--- src/rtl/secuenciador_melodia.sv ---
// secuenciador_melodia
// Melody sequencer that feeds the tone generator's 7-bit one-hot key bus.
// It steps through a fixed note table. Each note holds its key line for
// duration*TICK_DIV cycles, followed by GAP_CYC silent cycles. When idle,
// the manual keyboard is passed straight through to the output.
//
// Ports:
//   clk            system clock
//   rst            synchronous reset, active-high
//   play           start request (level-sampled, acted on only when idle)
//   stop           abort request, takes priority over play
//   teclas_manual  live key inputs, passed through while idle
//   teclas         registered key lines to the tone generator
//   busy           high while a melody is being played (LOAD/SOUND/GAP)
//   note_idx       current note-table index
//   done           one-cycle pulse at the natural end of the melody
//
// Build option:
//   SECUENCIA_LOOP_EN  when defined, the melody restarts from index 0 at its
//                      end instead of returning to idle (no done pulse).

module secuenciador_melodia #(
  parameter int TICK_DIV = 6250000,
  parameter int GAP_CYC  = 500000,
  parameter int MEL_LEN  = 32,
  localparam int IDX_W   = (MEL_LEN > 1) ? $clog2(MEL_LEN) : 1
) (
  input  logic             clk,
  input  logic             rst,
  input  logic             play,
  input  logic             stop,
  input  logic [6:0]       teclas_manual,
  output logic [6:0]       teclas,
  output logic             busy,
  output logic [IDX_W-1:0] note_idx,
  output logic             done
);

  localparam int CYC_W = (TICK_DIV > 1) ? $clog2(TICK_DIV) : 1;
  localparam int GAP_W = (GAP_CYC > 1) ? $clog2(GAP_CYC) : 1;

  localparam logic [CYC_W-1:0] CYC_LAST = CYC_W'(TICK_DIV - 1);
  localparam logic [GAP_W-1:0] GAP_LAST = GAP_W'((GAP_CYC > 0) ? GAP_CYC - 1 : 0);
  localparam logic [IDX_W-1:0] IDX_LAST = IDX_W'(MEL_LEN - 1);

  localparam logic [1:0] S_IDLE  = 2'd0;
  localparam logic [1:0] S_LOAD  = 2'd1;
  localparam logic [1:0] S_SOUND = 2'd2;
  localparam logic [1:0] S_GAP   = 2'd3;

  logic [1:0]       state;
  logic [3:0]       unit_cnt;
  logic [CYC_W-1:0] cyc_cnt;
  logic [GAP_W-1:0] gap_cnt;
  logic [7:0]       entry;
  logic             note_end;
  logic             mel_end;

  // Note table: [7:4] duration units (0 = end marker), [3] reserved,
  // [2:0] note (0 = rest, 1..7 = DO..SI).
  function automatic logic [7:0] note_table(input logic [IDX_W-1:0] idx);
    logic [7:0] e;
    case (32'(idx))
      0:       e = 8'h21;  // DO, 2 units
      1:       e = 8'h12;  // RE, 1 unit
      2:       e = 8'h10;  // rest, 1 unit
      3:       e = 8'h43;  // MI, 4 units
      default: e = 8'h00;  // end marker
    endcase
    note_table = e;
  endfunction

  // One-hot decode of the low nibble. Anything outside 1..7 (including a
  // set reserved bit) plays as a rest, so the bus can never carry two keys.
  function automatic logic [6:0] decode_note(input logic [3:0] n);
    logic [6:0] k;
    k = 7'd0;
    if (n != 4'd0 && n <= 4'd7) k = 7'd1 << (n - 4'd1);
    decode_note = k;
  endfunction

  always_comb begin
    entry    = note_table(note_idx);
    note_end = 1'b0;
    if (state == S_SOUND && cyc_cnt == CYC_LAST && unit_cnt == 4'd1 && GAP_CYC == 0)
      note_end = 1'b1;
    if (state == S_GAP && gap_cnt == GAP_LAST)
      note_end = 1'b1;
    // End of melody: an end marker reached in LOAD, or a note finishing at
    // the last table slot (the index is never allowed to wrap).
    mel_end = (state == S_LOAD && entry[7:4] == 4'd0) || (note_end && note_idx == IDX_LAST);
  end

  assign busy = (state != S_IDLE);

  always_ff @(posedge clk) begin
    if (rst) begin
      state    <= S_IDLE;
      teclas   <= 7'd0;
      note_idx <= '0;
      done     <= 1'b0;
      unit_cnt <= 4'd0;
      cyc_cnt  <= '0;
      gap_cnt  <= '0;
    end else begin
      done <= 1'b0;
      if (stop && state != S_IDLE) begin
        state    <= S_IDLE;
        teclas   <= 7'd0;
        note_idx <= '0;
      end else begin
        case (state)
          S_IDLE: begin
            if (play && !stop) begin
              state    <= S_LOAD;
              note_idx <= '0;
              // Blank the bus on entry so manual chords never leak into
              // the busy window.
              teclas   <= 7'd0;
            end else begin
              teclas <= teclas_manual;
            end
          end
          S_LOAD: begin
            if (!mel_end) begin
              state    <= S_SOUND;
              teclas   <= decode_note(entry[3:0]);
              unit_cnt <= entry[7:4];
              cyc_cnt  <= '0;
            end
          end
          S_SOUND: begin
            if (cyc_cnt == CYC_LAST) begin
              cyc_cnt  <= '0;
              unit_cnt <= unit_cnt - 4'd1;
              if (unit_cnt == 4'd1) begin
                teclas <= 7'd0;
                if (GAP_CYC > 0) begin
                  state   <= S_GAP;
                  gap_cnt <= '0;
                end
              end
            end else begin
              cyc_cnt <= cyc_cnt + 1'b1;
            end
          end
          S_GAP: begin
            if (gap_cnt != GAP_LAST) gap_cnt <= gap_cnt + 1'b1;
          end
          default: state <= S_IDLE;
        endcase

        // Note completion and melody end override the per-state updates.
        if (mel_end) begin
          teclas   <= 7'd0;
          note_idx <= '0;
`ifdef SECUENCIA_LOOP_EN
          state    <= S_LOAD;
`else
          state    <= S_IDLE;
          done     <= 1'b1;
`endif
        end else if (note_end) begin
          note_idx <= note_idx + 1'b1;
          state    <= S_LOAD;
        end
      end
    end
  end

endmodule

--- config.mk ---
export PLATFORM = sky130hd
export DESIGN_NAME = secuenciador_melodia
export DESIGN_NICKNAME = d
export VERILOG_FILES = /design/src/rtl/secuenciador_melodia.sv
export SDC_FILE = /design/constraint.sdc
export NUM_CORES = 1
export LEC_CHECK = 0
export ABC_AREA = 1
export CAP_MARGIN = 25
export CORE_ASPECT_RATIO = 1.5
export CORE_UTILIZATION = 60
export DETAILED_ROUTE_END_ITERATION = 6
export PLACE_DENSITY = 0.8
export SETUP_SLACK_MARGIN = 0.02
export SLEW_MARGIN = 20
export SYNTH_ARGS = -nofsm -noshare
export SYNTH_HDL_FRONTEND = slang
export SYNTH_SLANG_ARGS = --single-unit
--- constraint.sdc ---
create_clock -name clk -period 2.3 [get_ports clk]
set_clock_uncertainty 0.05 [all_clocks]
set_input_delay 0.23 -clock clk [delete_from_list [all_inputs] [get_ports clk]]
set_output_delay 0.23 -clock clk [all_outputs]
set_load 0.05 [all_outputs]
== Word level (Yosys, flattened, before mapping) ==
Cells that the tools add are included.
Storage, ports and cells
  register bits after elaboration: 61
  bits of input ports: 11
  output and inout port bits: 14
  word-level logic and storage cells: 90
Cells by class
  add/subtract/negate cells: 5
  $lt $le $gt $ge: 1
  equal/unequal tests: 19
  shift-type cells: 1
  muxes and demuxes: 26
  bitwise operators: 1
  reduce and logical (&&, ||, !) cells: 29
Operators by type and width (count)
  19-bit 2-to-1 mux: 3
  23-bit 2-to-1 mux: 2
  23-bit case mux with 2 select lines: 1
  19-bit case mux with 2 select lines: 1
  7-bit 2-to-1 mux: 4
  7-bit case mux with 4 select lines: 1
  23-bit by 1-bit adder with 23-bit output (second input constant): 1
  23-bit equality test (second input constant): 1
  7-bit case mux with 3 select lines: 1
  19-bit by 1-bit adder with 19-bit output (second input constant): 1
  19-bit equality test (second input constant): 1
  19-bit inequality test (second input constant): 1
  5-bit 2-to-1 mux: 3
  4-bit AND reduction: 3
  5-bit by 2-bit equality test with 1-bit output (second input constant): 2
  2-bit nonzero test: 5
  4-bit 2-to-1 mux: 2
  4-bit case mux with 2 select lines: 1
  4-bit nonzero test: 2
  4-bit by 1-bit subtractor with 4-bit output (second input constant): 2
  1-bit by 4-bit left shift with 7-bit output (first input constant): 1
  1-bit logical AND: 6
  2-bit 2-to-1 mux: 3
  2-bit by 1-bit inequality test with 1-bit output (second input constant): 3
  other kinds (25): 31

== Logic depth before layout (Yosys ltp) ==
  depth in word-level cells: 7
  depth in mapped cells: 12
  depth with buffers taken out: 12

== Worst setup path before layout ==
OpenSTA, ideal clock, no wires.
  path kind: register to register
  start: register note_idx[0]
  end: register cyc_cnt[2]
  library setup time: 133 ps
  data arrival time: 1935 ps
  data required time: 2117 ps
  path slack: 182 ps
  stages on the path, launching flop included: 10
  path buffers: 1
  period minus slack after synthesis: 2118 ps
  cells stage by stage: dfxtp_1 -> inv_1 -> ha_1 -> o21ai_1 -> nand3_1 -> nand2_4 -> nand2_4 -> buf_2 -> nand3_1 -> a21oi_2
Between the ends
  word-level cells in the longest chain between the ends: 7
  elaborated cells between the ends (all ways): 12
  those cells by class: 5 x eq/ne; 1 x mux; 6 x reduce/logical
RTL lines
  from (decl): line 35  | output logic [IDX_W-1:0] note_idx,
  from (signal assigned): line 164  | note_idx <= note_idx + 1'b1;
  5-bit by 2-bit equality test with 1-bit output, or another cell as far along: line 63  | case (32'(idx))
  7-bit case mux with 4 select lines: line 63
  4-bit zero test: line 91  | mel_end = (state == S_LOAD && entry[7:4] == 4'd0) || (note_end && note_idx == IDX_LAST);
  1-bit logical AND: line 91
  1-bit logical OR *: line 91
  2-bit inequality test (no source line) *
  3-bit AND reduction (no source line) *
  to (signal assigned): line 144  | cyc_cnt <= cyc_cnt + 1'b1;
  to (decl): line 53  | logic [CYC_W-1:0] cyc_cnt;
Mark *: on every way between the ends. The rest lies on a longest branch, timed or not.
A chain may end at the register's enable or synchronous reset.

== Worst setup path after layout ==
  start: register state[0]
  end: register gap_cnt[3]
Between the ends
  word-level cells in the longest chain between the ends: 4
  elaborated cells between the ends (all ways): 11
  those cells by class: 5 x eq/ne; 1 x mux; 1 x bitwise; 4 x reduce/logical
RTL lines
  from (decl): line 51  | logic [1:0] state;
  from (signal assigned): line 98  | state <= S_IDLE;
  from (signal assigned): line 108  | state <= S_IDLE;
  from (signal assigned): line 115  | state <= S_LOAD;
  branches (longest 4 deep; another with 5-bit AND reduction)
  to (signal assigned): line 148  | if (gap_cnt != GAP_LAST) gap_cnt <= gap_cnt + 1'b1;
  to (decl): line 54  | logic [GAP_W-1:0] gap_cnt;
Parallel ways; which one is timed is not known.

==> summary.txt <==
Status
  • Status: finished, final reports clean

Timing
  • Final period utilization: 0.937
  • Slew @ Worst Pin: around 530 ps
  • Min Hold Slack: between 400 and 500 ps
  • RSZ-0062 raised after global routing: true
  • Worst slew margin: 0.647
  • Pins over their slew limit: 0
  • Final setup margin: about 150 ps
  • Tmin final: 2150 ps
  • Peak Freq: ~460 MHz
  • Final setup viols: 0
  • Hold Violations, Final: 0

Clocking
  • Clk slew on worst S/H paths: 60 ps
  • CTS Root Cell: clkbuf_8
  • Clk buf depth: 2
  • Hold Buf Count CTS: 0
  • Clock buffer count from CTS: 9
  • CTS tree: built
  • Sink Count: 61
  • Worst skew pair latency: ~350 ps
  • CTS H-Tree Depth: 3

Detailed routing
  • Initial DRC Count: around 260
  • Routed wire per std cell: 14.1 um
  • Overall via count from detail_route: around 4,400
  • Via density: ~5.7
  • Pre-antenna DRT Iters: 5
  • Post-route DRC violation count: 0
  • DRT Wirelength: 11,100 um
  • Detail Route Antenna Nets: 0

Global routing
  • Largest net degree at the start of global routing: 28
  • Congestion Overflow GR: 0
  • Number of global-route vias before repair: between 4,000 and 5,000
  • Initial antenna violation count: 0
  • Total track usage: 0.321
  • Wire length of the first global-routing pass: about 19,000 um

Worst setup path
  • Startpoint type of the worst setup path: register
  • Req. time, crit path: roughly 2500 ps
  • Cell mode on critical path: nor2_1
  • Critical path type: reg -> reg
  • CP Cell Sequence: ha_2 -> nand2_1 -> nor2_1 -> nand3_2 -> nor2_4 -> nor2_1 -> nand2_4 -> nor2_2 -> or2_2 -> inv_1 -> nor2_1
  • Crit-path slowest cell: dfxtp_1
  • Max incr delay on CP: about 430 ps
  • Worst Setup End Kind: register
  • Cell family with most CP delay: simple AND/OR/NAND/NOR gates
  • Crit path arrival time: roughly 2400 ps
  • Max FO, Critical Path: 27
  • Buffer and inverter count on the worst path: 1

Yosys
  • Yosys warnings: 0
  • Sequential share of the synthesized area: 0.293
  • Synth unique cells: between 40 and 50
  • Post-synth top area share: 0.293
  • Cell count after synthesis: between 600 and 700
  • #FFs+latches synth: a little over 60
  • Syn Nets: 690
  • Synth area leader: dfxtp_1
  • Synthesized area: around 4200 um2
  • Top post-synthesis cells by area: dfxtp_1 29%, nand2_1 16%, nor2_1 9.9%
  • Mean area per synthesized cell: roughly 6.3 um2

Final layout
  • Layout cells sized above 1: 0.102
  • Non-filler cells, final: 784
  • Area growth from synthesis to layout: 13.7%
  • Diode count: 0
  • Final #Nets: roughly 730

Die
  • Effective utilization at floorplan: 0.629
  • Core area: about 6600 um2
  • DIE AREA: between 7000 and 8000 um2
  • Top Ports: 25
  • Die height: 104 um
  • Chip Width: about 70 um
  • # rows: 36

Placed design
  • GPL Wtd Cong: roughly 0.96
  • Placed instance count: about 770
  • Dpl hpwl: 8170 um
  • Placement Setup Slack: around 160 ps
  • Port Buffers: 24

Pwr
  • Tot Pwr: between 3 and 4 mW
  • Leakage: 1.79 nW
  • Maximum vdd drop: roughly 0.87 mV
  • Pwr/cell area: between 700 and 800 nW/um2

Job
  • Max Cap Viol: 0

Min path
  • Min-Delay Path Class: reg -> reg
-- metal layers --
metal	share of wire	global-route usage
met4	0.035	0.174
met3	0.045	0.0601
met5	0	0
met2	0.52	0.577
met1	0.40	0.346
-- layout make-up --
type / instances / area [um2]
Clock buffer: 15 / 166
Tap cell: 76 / 95.1
Multi-Input combinational cell: 516 / 2590
Clock inverter: 1 / 5.00
Fill cell: 568 / 1890
Sequential cell: 61 / 1220
Timing Repair Buffer: 41 / 379
Inverter: 74 / 278
-- cell families after synthesis --
kind of cell,after synthesis,synth area share
AND/OR/NAND/NOR,413,0.443
AO/OA/AOI/OAI,77,0.108
XOR/XNOR,11,0.0231
flip-flops,61,0.293
buffers and inverters,89,0.0904
adder cells (fa/ha/maj),14,0.0421
-- power by group --
part	leakage, nW	internal, mW	total (mW)	switching, mW
Clock	0.0877	0.450	0.853	0.403
Combinational	1.21	0.515	1.61	1.10
Sequential	0.493	1.17	1.25	0.0783
-- path summary, 6_finish.rpt --
kind / from / to / slack, ps / cells after the start
max: state[0]$_SDFFE_PP0P_ / gap_cnt[3]$_SDFFE_PP0P_ / 150 / 11
min: teclas[4]$_SDFFE_PP0P_ / teclas[4]$_SDFFE_PP0P_ / 420 / 2
max reg2reg: state[0]$_SDFFE_PP0P_ / gap_cnt[3]$_SDFFE_PP0P_ / 150 / 11
min reg2reg: teclas[4]$_SDFFE_PP0P_ / teclas[4]$_SDFFE_PP0P_ / 420 / 2
-- layout by cell type (no fill, tap or decap), types with 2 or more instances in the layout --
cell type        netlist  layout
a21oi_1               34      34
a21oi_2               10      10
a31oi_1                2       2
buf_4                  0      16
clkbuf_1               6       4
clkbuf_8               0      11
clkdlybuf4s50_1        0      23
dfxtp_1               61      61
ha_1                  14      12
ha_2                   0       2
inv_1                 67      67
inv_2                  6       6
nand2_1              179     179
nand2_2                7       7
nand2_4                4       5
nand3_1               67      67
nand3_2                3       2
nand3_4                1       2
nand3b_1               2       2
nand4_1               18      18
nor2_1               110     110
nor3_1                10      10
nor3_2                 2       2
o21ai_0               21      21
o21ai_1                2       2
o21bai_1               4       4
or2_2                  2       2
xnor2_1                4       4
xor2_1                 7       7
-- worst min-delay path, stage by stage (launching register included) --
cell and delay (ps):
dfxtp_1 310, nand2_1 60, a21oi_1 60
-- cell usage after synthesis --
| cell | instances |
|---|---|
| a21boi_1 | 1 |
| a21oi_1 | 34 |
| a21oi_2 | 10 |
| a31oi_1 | 2 |
| and2_1 | 1 |
| and3_1 | 1 |
| buf_12 | 1 |
| buf_2 | 6 |
| buf_6 | 1 |
| buf_8 | 1 |
| clkbuf_1 | 6 |
| clkinv_1 | 1 |
| dfxtp_1 | 61 |
| ha_1 | 14 |
| inv_1 | 67 |
| inv_2 | 6 |
| nand2_1 | 179 |
| nand2_2 | 7 |
| nand2_4 | 4 |
| nand2_8 | 1 |
| nand3_1 | 67 |
| nand3_2 | 3 |
| nand3_4 | 1 |
| nand3b_1 | 2 |
| nand4_1 | 18 |
| nor2_1 | 110 |
| nor2_2 | 1 |
| nor2_4 | 1 |
| nor3_1 | 10 |
| nor3_2 | 2 |
| nor3_4 | 1 |
| nor3b_1 | 1 |
| nor4_1 | 1 |
| o211a_1 | 1 |
| o21ai_0 | 21 |
| o21ai_1 | 2 |
| o21ai_2 | 1 |
| o21bai_1 | 4 |
| o31ai_1 | 1 |
| or2_2 | 2 |
| xnor2_1 | 4 |
| xor2_1 | 7 |
-- metrics by stage --
step / instance area (um2) / util / setup TNS, ps
5_1_grt: 4740 / 0.715 / -1.90
6_report: 4740 / 0.715 / 0
3_3_place_gp: 4540 / 0.686 / 0
4_1_cts: 4710 / 0.712 / 0
3_5_place_dp: 4540 / 0.686 / 0
2_1_floorplan: 4170 / - / 0
-- timing repair --
item,CTS,global route
resized for setup,1,3
cloned,0,1
buffers inserted,0,0
endpoints found under the setup margin,1,10
-- registers in the layout, summed over array words and instances, names as in the netlist --
| register | flops |
|---|---|
| cyc_cnt | 23 |
| done | 1 |
| gap_cnt | 19 |
| note_idx | 5 |
| state | 2 |
| teclas | 7 |
| unit_cnt | 4 |
Note: power is estimated with default switching activity, not from simulation.
